[src/rtl/riscv_pkg.sv]
// Types and constants shared by the front-end fetch logic.
package riscv_pkg;

    typedef enum logic [1:0] {
        IDLE    = 2'd0,
        REQ     = 2'd1,
        WAIT    = 2'd2,
        DELIVER = 2'd3
    } fetch_state_e;

    localparam logic [31:0] INSTR_BYTES = 32'd4;

endpackage

[src/rtl/fetch_ctrl.sv]
// Fetch sequencer: next-PC mux, single-outstanding imem handshake and a
// one-entry instruction buffer toward decode, with redirect/trap flushing.
//
// state   | meaning
// IDLE    | post-reset bubble, PC forced to RESET_PC
// REQ     | request asserted at pc_i until granted
// WAIT    | granted, waiting for read data (flush_pend drops it)
// DELIVER | buffered instruction offered to decode
module fetch_ctrl
    import riscv_pkg::*;
#(
    parameter logic [31:0] RESET_PC    = 32'h0000_0000,
    parameter logic [31:0] TRAP_VECTOR = 32'h0000_0100
) (
    input  logic        clk,
    input  logic        reset,
    input  logic [31:0] pc_i,
    output logic [31:0] pc_next_o,
    output logic        imem_req_o,
    output logic [31:0] imem_addr_o,
    input  logic        imem_gnt_i,
    input  logic        imem_rvalid_i,
    input  logic [31:0] imem_rdata_i,
    output logic [31:0] instr_o,
    output logic [31:0] instr_pc_o,
    output logic        instr_valid_o,
    input  logic        instr_ready_i,
    input  logic        redirect_i,
    input  logic [31:0] redirect_tgt_i,
    input  logic        trap_i,
    output logic        misalign_fault_o
);

    fetch_state_e r_state;
    fetch_state_e w_state_nxt;
    logic         r_flush_pend;
    logic         w_flush_nxt;
    logic [31:0]  r_instr;
    logic [31:0]  r_instr_pc;
    logic         w_capture;
    logic         w_redir;
    logic         w_misalign;
    logic [31:0]  w_tgt;

    // A misaligned redirect is turned into a trap-vector jump; trap wins outright.
    always_comb begin
        w_redir    = (trap_i || redirect_i) && (r_state != IDLE);
        w_misalign = redirect_i && !trap_i && (redirect_tgt_i[1:0] != 2'b00);
        if (trap_i || w_misalign) begin
            w_tgt = TRAP_VECTOR;
        end else begin
            w_tgt = redirect_tgt_i;
        end
    end

    always_comb begin
        w_state_nxt   = r_state;
        w_flush_nxt   = r_flush_pend;
        w_capture     = 1'b0;
        pc_next_o     = pc_i;
        imem_req_o    = 1'b0;
        instr_valid_o = 1'b0;

        case (r_state)
            IDLE: begin
                pc_next_o   = RESET_PC;
                w_state_nxt = REQ;
            end
            REQ: begin
                imem_req_o = 1'b1;
                if (imem_gnt_i) begin
                    w_state_nxt = WAIT;
                    if (w_redir) begin
                        w_flush_nxt = 1'b1;
                    end
                end
            end
            WAIT: begin
                if (imem_rvalid_i) begin
                    w_flush_nxt = 1'b0;
                    if (r_flush_pend || w_redir) begin
                        w_state_nxt = REQ;
                    end else begin
                        w_capture   = 1'b1;
                        w_state_nxt = DELIVER;
                    end
                end else if (w_redir) begin
                    w_flush_nxt = 1'b1;
                end
            end
            DELIVER: begin
                if (w_redir) begin
                    w_state_nxt = REQ;
                end else begin
                    instr_valid_o = 1'b1;
                    if (instr_ready_i) begin
                        pc_next_o   = pc_i + INSTR_BYTES;
                        w_state_nxt = REQ;
                    end
                end
            end
            default: begin
                w_state_nxt = IDLE;
            end
        endcase

        if (w_redir) begin
            pc_next_o = w_tgt;
        end

        // Reset is synchronous, so the state may still be stale in this cycle.
        if (reset) begin
            pc_next_o     = RESET_PC;
            imem_req_o    = 1'b0;
            instr_valid_o = 1'b0;
        end
    end

    assign imem_addr_o      = reset ? 32'h0 : pc_i;
    assign misalign_fault_o = !reset && w_misalign && (r_state != IDLE);
    assign instr_o          = r_instr;
    assign instr_pc_o       = r_instr_pc;

    always_ff @(posedge clk) begin
        if (reset) begin
            r_state      <= IDLE;
            r_flush_pend <= 1'b0;
            r_instr      <= 32'h0;
            r_instr_pc   <= 32'h0;
        end else begin
            r_state      <= w_state_nxt;
            r_flush_pend <= w_flush_nxt;
            if (w_capture) begin
                r_instr    <= imem_rdata_i;
                r_instr_pc <= pc_i;
            end
        end
    end

endmodule
[config.mk]
export PLATFORM = sky130hd
export DESIGN_NAME = fetch_ctrl
export DESIGN_NICKNAME = d
export VERILOG_FILES = /design/src/rtl/riscv_pkg.sv /design/src/rtl/fetch_ctrl.sv
export SDC_FILE = /design/constraint.sdc
export NUM_CORES = 1
export LEC_CHECK = 0
export BUFFER_PORTS_ARGS = -buffer_cell sky130_fd_sc_hd__buf_2
export CAP_MARGIN = 20
export CORE_UTILIZATION = 35
export CTS_CLUSTER_DIAMETER = 50
export DETAILED_ROUTE_END_ITERATION = 10
export PLACE_DENSITY_LB_ADDON = 0.12
export SLEW_MARGIN = 20
export SYNTH_ARGS = -nofsm -noshare
export SYNTH_HDL_FRONTEND = slang
export SYNTH_SLANG_ARGS = --single-unit
[constraint.sdc]
create_clock -name clk -period 3.1 [get_ports clk]
set_input_delay 0.155 -clock clk [delete_from_list [all_inputs] [get_ports clk]]
set_output_delay 0.155 -clock clk [all_outputs]
set_load 0.02 [all_outputs]
==> metrics.txt <==
status finished clean; Synth Instances 500; final net count 832; top fanout value on the critical path 7; Die X 106.6 µm; switch share 32.31%; number of diodes 0; fin crit period 2.799 ns; share of layout cells above drive strength 1 39.15%; Cell Rows 37; Slew Limit Headroom 46.27%; Hold Vio Cnt, Final 0; register area share after synthesis 35.03%; GRT Residual Overflow 0; Setup CP Type flip-flop to output pin; Finished Cell Area between 5000 and 6000 µm²; antenna-violating nets left 0; Netlist cell types 50; synthesized flop and latch total 67; Sink Count 67; met2 usage 37.83%; max incr delay on CP about 0.43 ns; RSZ-0062 raised after global routing no; Post-Route WL 12.79 mm; Lkg Pwr 2.490 nW; final setup TNS 0 ns; Seq pwr share approximately 42%; Worst setup EP type output pin; met1 Use GR about a quarter; Final Setup Violations 0; placed inst area 5099 µm²; Logic pwr share 25.9%; # IOs 234; Post-Syn Area 3829 µm²; Area Growth Syn to Fin 38.76%; Die H 106.6 µm; fill cell count 1,119; number of flops mapped to enable cells by yosys 0; Critical-path top delay cell nor4_1; Die ar. roughly 11,000 µm²; Starting Density 36.59%; CORE AREA 10,460 µm²; Post-Syn Nets 609; largest net degree at the start of global routing 79; WP data arrival 2.64 ns; Critical Path RT about 3 ns; Longest Clk Path Bufs 2; drt via density 4.919; hold wc startpoint imem_rdata_i[1]; DR pass1 iterations 4; final cell count without fillers 864; GR Util All Layers between 20% and 30%; critical path startpoint r_state[0]$_SDFFE_PP0P_; WL per Instance ~15 µm; CTS H-tree depth 3; Worst-Skew Late Latency around 0.34 ns; yosys warns 0; via count ~4,300; R2R Path Start r_state[1]$_SDFFE_PP0P_; Initial DRC Count 252; synthesized area per cell 7.657 µm²; clock root buffer clkbuf_8; CTS Buf Count 9; Top FF cell, synth dfxtp_1; maximum clock rate 357.3 MHz; Psw 0.0006945 W; busiest grt layer met2; DRC 0; HPWL after detailed placement 9.694 mm; Pwr Density 404.6 nW/µm²; number of buffers added on ports ~230; ys async rst share 0%; clock slew at reported path FFs roughly 0.070 ns; CTS tree built; met3 GRT Util 6.444%; max cap viols 0; crit start category flip-flop; first-pass GRT wire length roughly 20 mm; power consumption 0.002150 W; Max IR drop VDD 265.7 µV; min-delay worst type primary input to flip-flop; fin. max-slew vios 0; initial antenna violation count 1; final clock skew between 0.01 and 0.015 ns; Clock Power Share between 30% and 40%; worst-path cell chain inv_1 -> ha_1 -> nand4b_1 -> buf_4 -> nor4_1 -> nor4b_1 -> a211o_1 -> buf_2; vias in the first global route 3,899; Int Power 0.001455 W; Final Cycle Share 90.29%; worst-margin pin slew 0.8060 ns; worst hold slack 0.04552 ns; GPL Wtd Cong 0.7920; Post-CTS Hold Buffers 0; Inst Count DP 845
-- final cells by class --
class,count,area (µm²),share of cell area [%]
timing repair buffer,245,1259,23.69
sequential,67,1341,25.25
clock inverter,5,53.80,1.013
tap,136,170.2,3.203
clock buffer,11,131.4,2.473
multi-input combinational,392,2327,43.81
inverter,8,30.03,0.5652
-- Yosys cell counts (4+ instances only) --
cell type  instances  area share, %
xor2_1            16            3.7
dfxtp_1           67             35
nor4_2             7            2.3
nor4_1             4           0.65
nand3_1            8            1.0
clkbuf_1          20            2.0
nand2_1          141             14
xnor2_1           11            2.5
nor2b_1           30            4.9
buf_2             10            1.3
inv_1              8           0.78
nor2_1            21            2.1
a22oi_1            5           0.98
a22o_1            21            4.8
nand4_1            8            1.3
a21oi_1           67            8.8
ha_1               6            2.0
-- critical path, delay by kind of cell (launching register included) --
family / cells / cell delay [ns]
DFF: 1 / 0.40
and+or+nand+nor: 3 / 0.83
AOI/OAI and AO/OA: 1 / 0.24
adders and majority gates: 1 / 0.38
buffers and inverters: 3 / 0.45
-- flip-flops by register name, indices dropped and copies added (netlist names) --
signal	count
instr_pc_o	32
r_flush_pend	1
instr_o	32
r_state	2
-- repair_timing --
| item | in CTS | in global routing |
|---|---|---|
| resized for setup | 0 | 1 |
| setup buffers | 0 | 3 |
| endpoints found under the setup margin | 0 | 1 |
-- kinds of logic (layout without fill, tap and decap cells) --
kind of cell	Yosys count	in the layout	share of synthesized area, %
compound gates	107	107	17.42
fa+ha+maj	6	6	1.961
buf+inv	41	269	4.641
mux	1	1	0.2941
simple gates	251	251	34.48
flops	67	67	35.03
xor+xnor	27	27	6.176
-- final timing paths --
| kind | to | slack [ns] | cells past startpoint |
|---|---|---|---|
| worst min-delay path | instr_o[1]$_SDFFE_PP0P_ | 0.05 | 3 |
| worst max register to register | instr_pc_o[12]$_SDFFE_PP0P_ | 0.74 | 8 |
| worst max-delay path | pc_next_o[30] | 0.30 | 8 |
| worst min register to register | instr_pc_o[7]$_SDFFE_PP0P_ | 0.45 | 2 |
-- through the flow --
step | util (%) | setup WS (ns)
2_1_floorplan | - | 0.6276
3_3_place_gp | 48.73 | 0.6486
3_5_place_dp | 48.73 | 0.5225
4_1_cts | 50.50 | 0.1405
5_1_grt | 50.78 | 0.06792
6_report | 50.78 | 0.3010
-- power by group through the flow --
stage / Sequential [W] / Combinational, W / Clock [W]
3_3_place_gp: 0.000909 / 0.000553 / 0
3_5_place_dp: 0.000911 / 0.000557 / 0
5_1_grt: 0.000894 / 0.000609 / 0.000767
2_1_floorplan: 0.000928 / 0.000312 / 0
4_1_cts: 0.000891 / 0.000560 / 0.000727
6_report: 0.000891 / 0.000558 / 0.000701
-- metal layers --
layer	up-vias	part of all wire [%]
met5	-	0
met4	0	1.4
met3	11	7.9
met2	171	48
met1	1907	43
li1	2161	-
-- cell usage in the layout (no fill, tap or decap), types with 2 or more instances in the layout --
cell type	n
clkbuf_1	2
nand2_1	141
inv_1	8
nand4_1	8
dfxtp_1	67
o21bai_1	2
a22o_1	21
nor2_1	21
nor4_1	4
buf_2	232
o21ai_0	3
xnor2_1	11
clkbuf_8	9
and4_1	2
nor4_4	2
clkinv_2	3
and2_1	3
buf_4	13
nor3_1	2
nor4b_1	2
ha_1	6
nor2b_1	30
nor3_2	3
and4_4	2
nand4_4	2
nand2b_1	2
a22oi_1	5
nand3_2	3
xor2_1	16
nor4_2	7
nand3_1	7
a21oi_1	67
Note: power is estimated with default switching activity, not from simulation.
